<file path="src/rtl/approx_err_pkg.sv">
// Shared types, LFSR constants and the error-distance helper for the approximate-adder error monitor.
package approx_err_pkg;

  typedef enum logic [1:0] {IDLE, RUN, DRAIN, DONE} state_t;

  localparam int LFSR_W = 64;
  // x^64 + x^63 + x^61 + x^60 + 1, expressed as bit indices of a left-shifting register
  localparam int TAP_A = 63;
  localparam int TAP_B = 62;
  localparam int TAP_C = 60;
  localparam int TAP_D = 59;
  localparam logic [LFSR_W-1:0] SEED_DEFAULT = 64'd1;

  function automatic logic [31:0] ed_abs(input logic [31:0] a, input logic [31:0] b);
    return (a > b) ? (a - b) : (b - a);
  endfunction

endpackage

</file>
<file path="src/rtl/err_lfsr64.sv">
// 64-bit Fibonacci LFSR operand source; an all-zero load value is replaced by the default seed.
module err_lfsr64
  import approx_err_pkg::*;
(
  input  logic              clk,
  input  logic              rst,
  input  logic              load,
  input  logic [LFSR_W-1:0] load_val,
  input  logic              advance,
  output logic [LFSR_W-1:0] state
);

  logic fb;

  assign fb = state[TAP_A] ^ state[TAP_B] ^ state[TAP_C] ^ state[TAP_D];

  always_ff @(posedge clk or posedge rst) begin
    if (rst) begin
      state <= SEED_DEFAULT;
    end else if (load) begin
      state <= (load_val == '0) ? SEED_DEFAULT : load_val;
    end else if (advance) begin
      state <= {state[LFSR_W-2:0], fb};
    end
  end

endmodule

</file>
<file path="src/rtl/approx_adder_err_monitor.sv">
// Error-characterisation engine: issues LFSR operands, aligns the exact sum with the external adder result
// and accumulates error statistics. Optional ERR_MON_SQ_EN adds the sum_sq_ed (squared-distance) output.
//
//   state | meaning
//   IDLE  | after reset, waiting for start
//   RUN   | issuing operand pairs until num_samples have gone out
//   DRAIN | waiting for in-flight samples to be scored
//   DONE  | results final and held until the next start
module approx_adder_err_monitor
  import approx_err_pkg::*;
#(
  parameter int N   = 16,
  parameter int LAT = 0,
  parameter int CW  = 24
) (
  input  logic            clk,
  input  logic            rst,
  input  logic            start,
  input  logic            pause,
  input  logic [CW-1:0]   num_samples,
  input  logic [63:0]     seed,
  output logic [N-1:0]    op_a,
  output logic [N-1:0]    op_b,
  output logic            op_valid,
  input  logic [N-1:0]    res_approx,
  output logic            busy,
  output logic            done,
  output logic [CW-1:0]   err_count,
  output logic [N+CW-1:0] sum_ed,
  output logic [N-1:0]    max_ed,
  output logic [CW-1:0]   samples
`ifdef ERR_MON_SQ_EN
  ,
  output logic [2*N+CW-1:0] sum_sq_ed
`endif
);

  localparam int SW = N + CW;

  state_t              state;
  logic [CW-1:0]       issued;
  logic [CW-1:0]       num_latched;
  logic [N-1:0]        exact_q;
  logic [LFSR_W-1:0]   lfsr_q;
  logic                start_run;
  logic                issue;
  logic                al_valid;
  logic [N-1:0]        al_exact;
  logic                pipe_busy;
  logic                drain_busy;
  logic [N-1:0]        ed;
  logic                unused_lfsr;

  assign start_run   = start && ((state == IDLE) || (state == DONE));
  assign issue       = (state == RUN) && !pause && (issued < num_latched);
  assign unused_lfsr = ^lfsr_q;

  err_lfsr64 u_lfsr (
    .clk      (clk),
    .rst      (rst),
    .load     (start_run),
    .load_val (seed),
    .advance  (issue),
    .state    (lfsr_q)
  );

  always_ff @(posedge clk or posedge rst) begin
    if (rst) begin
      state       <= IDLE;
      busy        <= 1'b0;
      done        <= 1'b0;
      op_valid    <= 1'b0;
      op_a        <= '0;
      op_b        <= '0;
      exact_q     <= '0;
      issued      <= '0;
      num_latched <= '0;
    end else begin
      op_valid <= 1'b0;
      case (state)
        IDLE, DONE: begin
          if (start) begin
            state       <= RUN;
            busy        <= 1'b1;
            done        <= 1'b0;
            issued      <= '0;
            num_latched <= num_samples;
          end
        end
        RUN: begin
          if (issue) begin
            op_valid <= 1'b1;
            op_a     <= lfsr_q[N-1:0];
            op_b     <= lfsr_q[2*N-1:N];
            exact_q  <= lfsr_q[N-1:0] + lfsr_q[2*N-1:N];
            issued   <= issued + 1'b1;
          end else if (issued == num_latched) begin
            state <= DRAIN;
          end
        end
        DRAIN: begin
          if (!drain_busy) begin
            state <= DONE;
            busy  <= 1'b0;
            done  <= 1'b1;
          end
        end
        default: state <= IDLE;
      endcase
    end
  end

  // Exact sum and valid ride alongside the external adder so res_approx is scored against its own operands
  if (LAT == 0) begin : g_no_dly
    assign al_valid  = op_valid;
    assign al_exact  = exact_q;
    assign pipe_busy = op_valid;
  end else begin : g_dly
    logic [LAT-1:0] v_sr;
    logic [N-1:0]   e_sr [LAT];

    always_ff @(posedge clk or posedge rst) begin
      if (rst) begin
        v_sr <= '0;
        for (int i = 0; i < LAT; i++) e_sr[i] <= '0;
      end else begin
        v_sr[0] <= op_valid;
        e_sr[0] <= exact_q;
        for (int i = 1; i < LAT; i++) begin
          v_sr[i] <= v_sr[i-1];
          e_sr[i] <= e_sr[i-1];
        end
      end
    end

    assign al_valid  = v_sr[LAT-1];
    assign al_exact  = e_sr[LAT-1];
    assign pipe_busy = op_valid | (|v_sr);
  end

  assign ed = N'(ed_abs(32'(res_approx), 32'(al_exact)));

  always_ff @(posedge clk or posedge rst) begin
    if (rst) begin
      samples   <= '0;
      err_count <= '0;
      sum_ed    <= '0;
      max_ed    <= '0;
    end else if (start_run) begin
      samples   <= '0;
      err_count <= '0;
      sum_ed    <= '0;
      max_ed    <= '0;
    end else if (al_valid) begin
      samples   <= samples + 1'b1;
      err_count <= err_count + CW'(ed != '0);
      sum_ed    <= sum_ed + SW'(ed);
      if (ed > max_ed) max_ed <= ed;
    end
  end

`ifdef ERR_MON_SQ_EN
  localparam int QW = 2 * N + CW;

  logic           sq_valid;
  logic [2*N-1:0] sq_q;

  // Product is registered once before accumulation, so the drain also waits on this stage
  always_ff @(posedge clk or posedge rst) begin
    if (rst) begin
      sq_valid  <= 1'b0;
      sq_q      <= '0;
      sum_sq_ed <= '0;
    end else begin
      sq_valid <= al_valid;
      sq_q     <= (2*N)'(ed) * (2*N)'(ed);
      if (start_run) begin
        sum_sq_ed <= '0;
      end else if (sq_valid) begin
        sum_sq_ed <= sum_sq_ed + QW'(sq_q);
      end
    end
  end

  assign drain_busy = pipe_busy | sq_valid;
`else
  assign drain_busy = pipe_busy;
`endif

endmodule

</file>
<file path="config.mk">
export PLATFORM = sky130hd
export DESIGN_NAME = approx_adder_err_monitor
export DESIGN_NICKNAME = d
export VERILOG_FILES = /design/src/rtl/approx_err_pkg.sv /design/src/rtl/err_lfsr64.sv /design/src/rtl/approx_adder_err_monitor.sv
export SDC_FILE = /design/constraint.sdc
export NUM_CORES = 1
export LEC_CHECK = 0
export ABC_CLOCK_PERIOD_IN_PS = 6500
export CORE_MARGIN = 8
export CORE_UTILIZATION = 35
export CTS_BUF_LIST = sky130_fd_sc_hd__clkbuf_8
export DETAILED_ROUTE_END_ITERATION = 8
export PLACE_DENSITY = 0.69
export SYNTH_ARGS = -nofsm -noshare
export SYNTH_HDL_FRONTEND = slang
export SYNTH_HIERARCHICAL = 1
export SYNTH_SLANG_ARGS = --single-unit
</file>
<file path="constraint.sdc">
create_clock -name clk -period 6.5 [get_ports clk]
set_input_delay 0.975 -clock clk [delete_from_list [all_inputs] [get_ports clk]]
set_output_delay 0.975 -clock clk [all_outputs]
set_load 0.01 [all_outputs]
</file>
# [Yosys cells after proc, flatten, opt, wreduce, memory -nomap -nowiden]
# Index checks and enable logic that the tools add are counted.
# Widths: inputs -> output; s select.
[op_classes] addsub=7 order_cmp=3 eq_ne=9 n_mux=29 bitwise_logic=3 n_reduce_logical=20
[op_table] op="$mux 64" n=3
[op_table] op="$mux 24" n=6
[op_table] op="$mux 40" n=2
[op_table] op="$logic_not 64->1" n=1
[op_table] op="$mux 16" n=4
[op_table] op="$add 24x1->24 const B" n=2
[op_table] op="$pmux 24 s2" n=1
[op_table] op="$add 40x16->40" n=1
[op_table] op="$gt 16x16->1" n=2
[op_table] op="$sub 16x16->16" n=2
[op_table] op="$add 24x1->24" n=1
[op_table] op="$eq 24x24->1" n=1
[op_table] op="$lt 24x24->1" n=1
[op_table] op="$add 16x16->16" n=1
[op_table] op="$reduce_bool 16->1" n=1
[op_table] op="$reduce_bool 2->1" n=5
[op_table] op="$mux 2" n=4
[op_table] op="$ne 2x2->1 const B" n=4
[op_table] op="$mux 1" n=6
[op_table] op="$pmux 2 s3" n=1
[op_table] op="$reduce_and 2->1" n=3
[op_table] op="$reduce_and 3->1" n=2
[op_table] op="$eq 2x2->1 const B" n=2
[op_table] op="$pmux 1 s2" n=2
[op_table] op="9 further kinds" n=13
[totals] register_bits=269 in_bits=108

# [Longest topological paths before layout]
[logic_depth] ltp_word=6 depth_mapped=25 depth_no_buf=23

# [By module]
# Netlist, hierarchy kept.
[modules_own_cells] module="approx_adder_err_monitor" n_inst=1 cells_per_inst=1449 area_per_inst_um2=12882.4 seq_area_each_um2=5129.9
[modules_own_cells] module="err_lfsr64" n_inst=1 cells_per_inst=303 area_per_inst_um2=3081.7 seq_area_each_um2=1602.8

# [Least setup slack after synthesis]
# Ideal clock, no wire load.
[synth_timing] path_type="input -> register" from="input port res_approx[10]" to="register sum_ed[27]" arrival_ns=5.230 slack_ns=1.138 cell_stages=21 path_buffers=3 path_cell_list="inv_1 > ha_1 > buf_2 > nand4_4 > or3_4 > o21bai_4 > a21oi_4 > buf_4 > buf_6 > nand3_1 > o211ai_1 > ha_1 > a2111oi_0 > o21a_1 > o31a_1 > a211oi_1 > o311ai_1 > nor2b_1 > and3_1 > xnor2_1 > nor2_1"
[synth_via] elab_chain_cells=5 word_cells_on_any_way=7 cone_classes="add/sub (3); order compare (1); mux (3)"
[synth_rtl] element="start, declared" line_no="approx_adder_err_monitor.sv:25" text="input logic [N-1:0] res_approx,"
[synth_rtl] element="$sub 16x16->16 or $gt 16x16->1 (tied branches)" line_no="approx_err_pkg.sv:15" text="return (a > b) ? (a - b) : (b - a);"
[synth_rtl] element="$mux 16 (*)" line_no="approx_err_pkg.sv:15"
[synth_rtl] element="$add 40x16->40 (*)" line_no="approx_adder_err_monitor.sv:157" text="sum_ed <= sum_ed + SW'(ed);"
[synth_rtl] element="$mux 40 (*)" line_no="approx_adder_err_monitor.sv:154" text="end else if (al_valid) begin"
[synth_rtl] element="$mux 40 (*)" line_no="approx_adder_err_monitor.sv:149" text="end else if (start_run) begin"
[synth_rtl] element="end signal, assigned" line_no="approx_adder_err_monitor.sv:157"
[synth_rtl] element="end, declared" line_no="approx_adder_err_monitor.sv:29" text="output logic [N+CW-1:0] sum_ed,"
# Mark *: on every way between the ends. The rest lies on a longest branch, timed or not. The select of a mux whose other input is x is not followed.
# A chain may end at the register's enable or synchronous reset.

# [Worst setup path in the final report]
[layout_timing] from="input port res_approx[12]" to="register max_ed[12]"
[layout_via] elab_chain_cells=5 word_cells_on_any_way=10 cone_classes="add/sub (2); order compare (2); mux (4); reduce/logical (2)"
[layout_rtl] element="$sub 16x16->16 or $gt 16x16->1 (tied branches)" line_no="approx_err_pkg.sv:15"
[layout_rtl] element="$mux 16 (*)" line_no="approx_err_pkg.sv:15"
[layout_rtl] element="$gt 16x16->1 or $mux 16 (tied branches)" line_no="approx_adder_err_monitor.sv:158" text="if (ed > max_ed) max_ed <= ed;"
[layout_rtl] element="$reduce_bool 2->1 (no source line) or $mux 16 (tied branches)"
[layout_rtl] element="$reduce_and 2->1 (no source line) or $mux 16 (tied branches)"
[layout_rtl] element="end signal, assigned" line_no="approx_adder_err_monitor.sv:148" text="max_ed <= '0;"
[layout_rtl] element="end signal, assigned" line_no="approx_adder_err_monitor.sv:153" text="max_ed <= '0;"
[layout_rtl] element="end signal, assigned" line_no="approx_adder_err_monitor.sv:158"
[layout_rtl] element="end, declared" line_no="approx_adder_err_monitor.sv:30" text="output logic [N-1:0] max_ed,"
# Marked as above.

==> results.yml <==
setup_path:
  r2r_cells: 18
  crit_chain: "clkdlybuf4s50_1 -> inv_1 -> ha_1 -> nand4_4 -> or3_4 -> o21bai_4 -> a21oi_4 -> buf_4 -> mux2i_1 -> o22ai_1 -> xnor2_1 -> ha_1 -> nand3_1 -> nor2_1 -> nand2_1 -> o31ai_1 -> a21oi_2 -> buf_4 -> mux2i_1 -> nor2_1"
  reg2reg_from: "al_exact[11]$_DFFE_PP0P_"
  critPathMaxStageDelay_ns: 0.55
  path_class: "in -> reg"
  cp-end-kind: "flop"
  r2r_slack_ns: 1.16
  cpMaxStageDelayCell: "xnor2_1"
  cp-start-kind: "primary input"
  required_ns: 6.97
  arrival_ns: 6.28
  reg2reg_to: "max_ed[12]$_DFFE_PP0P_"
  crit_path_max_fanout: 14
synthesis:
  synth_top_area_share_pct: 42.01
  synthesis.area_mm2: 0.01596
  yosysTopAreaCell: "dfrtp_1"
  synth_nets: 1976
  ys_top_cells_by_count: "nand2_1 (272), dfrtp_1 (268), o21ai_0 (153)"
  ys_seq_area_share_pct: 42.17
  synth_ff_type: "dfrtp_1"
  ys_async_sr_fraction_pct: 100.0
  yosysMostFrequentCell: "nand2_1"
  yosysWarnings: 6
  synth_edf_count: 0
  synthCells: 1752
  synth_area_per_cell_um2: 9.112
  ys_seq_elements: 269
  synth_cell_types: 69
  synth.area.top_cells: "dfrtp_1 (42%), ha_1 (8.8%), nand2_1 (6.4%)"
sta:
  hold_violations: 0
  fin_tns_setup_ns: 0
  max_freq_mhz: 172.2
  setup_viol: 0
  period_share_pct: 89.36
  layout_setup_ws_ns: 0.6919
  tightest_slew_ns: 1.185
  clock_skew_ns: 0.03486
  max_slew_margin_pct: 20.73
  layout_min_cycle_time_ns: 5.808
  drv_slew: 0
  rsz0062_at_grt: "no"
clock_network:
  cts.sinks: 269
  post_cts_resized: 0
  numCtsBuffers: 48
  htreeDepth: 2
  post-cts-setup-buffer-count: 0
  clock_latency_ns: 0.62
  clock_path_buffers: 3
  clk_pin_slew_ns: 0.06
  ctsHoldBuffers: 0
  clock_tree.root_cell: "clkbuf_8"
  cts_tree: "yes"
global_routing:
  antenna_found_initial: 5
  grt_usage_pct: 16.64
  grt.met2_usage_pct: 26.78
  use_met1_pct: 21.47
  grt_start_max_net_pins: 180
  grt.busiest_layer: "met2"
  grt_overflow: 0
  grt_pass1_wl_um: 72520
  grt_pass1_vias: 13670
  grt_use_met3_pct: 5.266
route:
  drtIter0Drc: 839
  wirelength_um: 44860
  postRouteAntennaNets: 0
  num_vias: 13380
  drt-wirelength-per-cell_um: 17.10
  first_pass_iters: 4
  vias_per_cell: 5.099
  drc: 0
worst_hold_path:
  hold_path_depth: 2
  hold_end: "op_a[2]$_DFFE_PP0P_"
  hold_path_class: "reg -> reg"
  min_from: "op_a[2]$_DFFE_PP0P_"
outcome:
  status: "finished, final reports clean"
floorplan:
  die_h_um: 229.6
  floorplan.die_area_mm2: 0.05270
  core_mm2: 0.04519
  start_util_pct: 35.33
  die_x_um: 229.6
  pin_count: 247
  rows: 78
placed_design:
  place_congestion: 0.8660
  hpwl_um: 33420
  placed_cells: 2535
  portBuffers: 246
  place_ws_ns: 0.05935
pwr:
  power_density_mw_per_mm2: 452.9
  peakVddDrop_v: 0.0001736
  p_leak_nw: 8.979
finish:
  final_layout_size_suffix_gt1_share_pct: 5.687
  nets: 2209
  regArea_mm2: 0.006734
  nFillCells: 4351
  area_growth_pct: 25.21
  multi_input_area_mm2: 0.008524
  layout.cells.non_filler: 2624
run:
  cap_violations: 0
placed cells by master (no fill, tap or decap), drive strengths merged, types with 13 or more instances in the layout:
| cell | n |
|---|---|
| nand2 | 272 |
| dfrtp | 268 |
| clkdlybuf4s50 | 246 |
| o21ai | 153 |
| nor2 | 152 |
| inv | 120 |
| ha | 112 |
| mux2i | 101 |
| a21oi | 68 |
| xor2 | 59 |
| clkbuf | 59 |
| xnor2 | 47 |
| nand3 | 38 |
| nand4 | 36 |
| a21o | 29 |
| and3 | 26 |
| or3 | 19 |
| nor4 | 19 |
| nor2b | 17 |
| a211oi | 16 |
| nor3 | 14 |
| nand2b | 13 |
critical path: cells and delay by family:
family	cells	cell delay [ns]
muxes	2	0.50
AOI/OAI and AO/OA	5	1.31
and+or+nand+nor	6	0.87
buffers and inverters	4	1.18
xor gates and xnor gates	1	0.55
adders and majority gates	2	0.86
per-stage QoR:
step                power [mW]  area [um^2]  utilization (%)  hold slack, ns
floorplan                5.999        15970                -          0.4497
global placement         7.286        18970            41.98          0.4645
detailed placement       7.413        18970            41.98          0.4623
CTS                      9.141        19980            44.22          0.4779
global route             9.859        19980            44.22          0.4931
finish                   9.052        19990            44.23          0.4767
layer usage:
metal  routed length [um]  vias up  share of wire (%)
met3                 3412       70                7.6
met2                20450      375                 46
met5                   42        -              0.094
li1                     -     6529                  -
met4                  774        6                1.7
met1                20180     6400                 45
sequential cells by signal, summed over array words and instances, names as in the netlist:
register,count
op_valid,1
busy,1
max_ed,16
u_lfsr/state,64
num_latched,24
state,2
sum_ed,40
err_count,24
op_a,16
issued,24
done,1
al_exact,16
op_b,16
samples,24
power breakdown:
part           total, mW  switching, mW  internal (mW)
clock network       1.68          0.737          0.941
registers           2.57          0.396           2.17
logic               4.80           2.79           2.02
cell families after synthesis:
logic type | Yosys count | share of synthesized area [%]
compound gates | 342 | 13.16
simple gates | 635 | 18.23
mux | 107 | 6.779
flops | 269 | 42.17
fa+ha+maj | 116 | 9.280
xor+xnor | 106 | 5.816
buf+inv | 177 | 4.561
worst max path at each step:
| stage | depth (start not counted) | start | slack [ns] | to |
|---|---|---|---|---|
| 3_3_place_gp | 20 | res_approx[12] | 0.15 | max_ed[6]$_DFFE_PP0P_ |
| 6_report | 20 | res_approx[12] | 0.69 | max_ed[12]$_DFFE_PP0P_ |
| 2_1_floorplan | 21 | res_approx[10] | 1.14 | sum_ed[27]$_DFFE_PP0P_ |
| 5_1_grt | 20 | res_approx[12] | 0.39 | sum_ed[27]$_DFFE_PP0P_ |
| 3_5_place_dp | 20 | res_approx[12] | 0.06 | max_ed[15]$_DFFE_PP0P_ |
| 4_1_cts | 20 | res_approx[12] | 0.75 | max_ed[12]$_DFFE_PP0P_ |
final cells by class:
cell class / instances / share of cell area, %
flip-flops and latches: 269 / 33.69
clock inverters: 28 / 1.020
repair buffers: 258 / 12.83
multi-input cells: 1306 / 42.65
clock buffers: 59 / 4.063
diodes: 2 / 0.02504
well taps: 600 / 3.756
inverters: 102 / 1.966
Power figures use the tool's default switching activity.
==> patch: new RTL, config.mk and constraints unchanged <==
Set the parameter `LAT` to 1 (it was 0).
--- a/src/rtl/approx_adder_err_monitor.sv
+++ b/src/rtl/approx_adder_err_monitor.sv
@@ -10,7 +10,7 @@
   import approx_err_pkg::*;
 #(
   parameter int N   = 16,
-  parameter int LAT = 0,
+  parameter int LAT = 1,
   parameter int CW  = 24
 ) (
   input  logic            clk,
Behaviour: not the same (Yosys sat finds a counterexample within 4 cycles, from zero or initial values and one cycle with rst high).
==> patch against the original RTL <==
- die area grew 2.4%
- routed wire length grew 4.5%
- area after synthesis grew 2.6%
- final area grew 3.2%
- combinational power grew 3%
- sequential share of layout area grew 1.0 points
- register-to-register slack lost 0.07 ns
- power grew 5.0%
- hold slack lost 0.11 ns
- setup slack lost 0.067 ns
- final cell count grew 1.8%
- sequential cell count grew 17
- largest power group unchanged
==> patch: results (changes against the original RTL) <==
OUTCOME='complete, no violations'
FINAL_NETS=2246  # +1.7%
FIRST_PASS_ITERS=5  # +1
WORST-SLEW-PIN-TRANSITION_NS=0.9889  # -0.1959 ns
ANTENNA_FOUND_INITIAL=1  # -4
ANTENNADIODECOUNT=1  # -1
YS_TYPES=72  # +4.3%
WORSTREG2REGSTART='al_exact[12]'
WORST-R2R-CELL-COUNT=16  # -2
MAXIMUM_CLOCK_SKEW_AT_FINAL_LAYOUT_NS=0.02380  # -0.01106 ns
CTS_INSERTED_BUFFERS=52  # +8.3%
DRT-TOTAL-WL_UM=46870  # +4.5%
POWER.STATIC_LEAKAGE_nW=9.260  # +3.1%
IR_DROP_uV=264.4  # +52%
VIAS=13720  # +2.6%
DP.CELLS=2575  # +1.6%
HOLD_START='exact_q[8]'
GRT_USAGE=0.1715  # +0.005029
TIMING.RR.END='sum_ed[33]'
SYNTH-SEQ-AREA-SHARE=0.4370  # +0.01524
CRITICAL-PATH-SLOWEST-CELL='or4_1'
CLKCELLAREAFRAC=0.05400  # +0.003169
GRT_START_MAX_NET_PINS=151  # -16%
CLOCKBUFFERCOUNT=65  # +10%
DP_HPWL_UM=34580  # +3.5%
MULTI_INPUT_CELLS=1304  # -0.15%
DRTITER0DRC=965  # +15%
SYNTH.TOP_CELLS.BY_COUNT='dfrtp_1 (285), nand2_1 (259), o21ai_0 (165)'
PLACE.GP.CONGESTION=0.8800  # +1.6%
WHS_PATH_DEPTH=0  # -2
REGTOREGSETUPSLACK_NS=1.09  # -0.07 ns
SYNTH_TOP_CELLS_BY_AREA='dfrtp_1 (44%), ha_1 (8.6%), mux2i_1 (6.3%)'
FILLER_CELL_COUNT=4502  # +3.5%
LAYOUT-DRIVE-GT1-SHARE=0.06450  # +0.007626
GRT_PASS1_WL_UM=75800  # +4.5%
FRACTION_OF_STANDARD_CELL_AREA_IN_MULTI_INPUT_LOGIC=0.4123  # -0.01421
SYNTH_TOP_AREA_FRAC=0.4354  # +0.01528
SH_SEQ_AREA=0.3472  # +0.01026
FINAL.SIGNAL_BUFFER_COUNT=271  # +5.0%
VIAS_PER_CELL=5.139  # +0.79%
FINALHOLDWORSTSLACK_NS=0.3707  # -0.1060 ns
-- patch: power by group --
group | switching (W) | internal [W] | leakage, nW
clock network | 0.000789 | 0.00102 | 0.626
registers | 0.000439 | 0.00233 | 3.74
logic | 0.00285 | 0.00207 | 4.90
total | 0.00408 | 0.00542 | 9.26
-- patch: logic make-up after synthesis --
logic type | share of synthesized area
mux | 0.06500
fa+ha+maj | 0.09044
buf+inv | 0.04445
flops | 0.4370
compound gates | 0.1360
xor+xnor | 0.05507
simple gates | 0.1721
-- patch: metal layers --
layer  global-route usage  wire length, um  vias up
li1                     -                -     6644
met1               0.2251            21300     6646
met2               0.2806            21960      366
met3              0.04166             2750       66
met4              0.04367              861        0
met5                    0                0        -
-- patch: stage by stage --
step,total power [W],cell area [um^2],worst slack (ns)
4_1_cts,0.009589,20620,0.7519
6_report,0.009500,20620,0.6252
5_1_grt,0.01032,20620,0.2730
2_1_floorplan,0.006045,16380,1.248
3_3_place_gp,0.007584,19510,0.1506
3_5_place_dp,0.007701,19510,0.1072
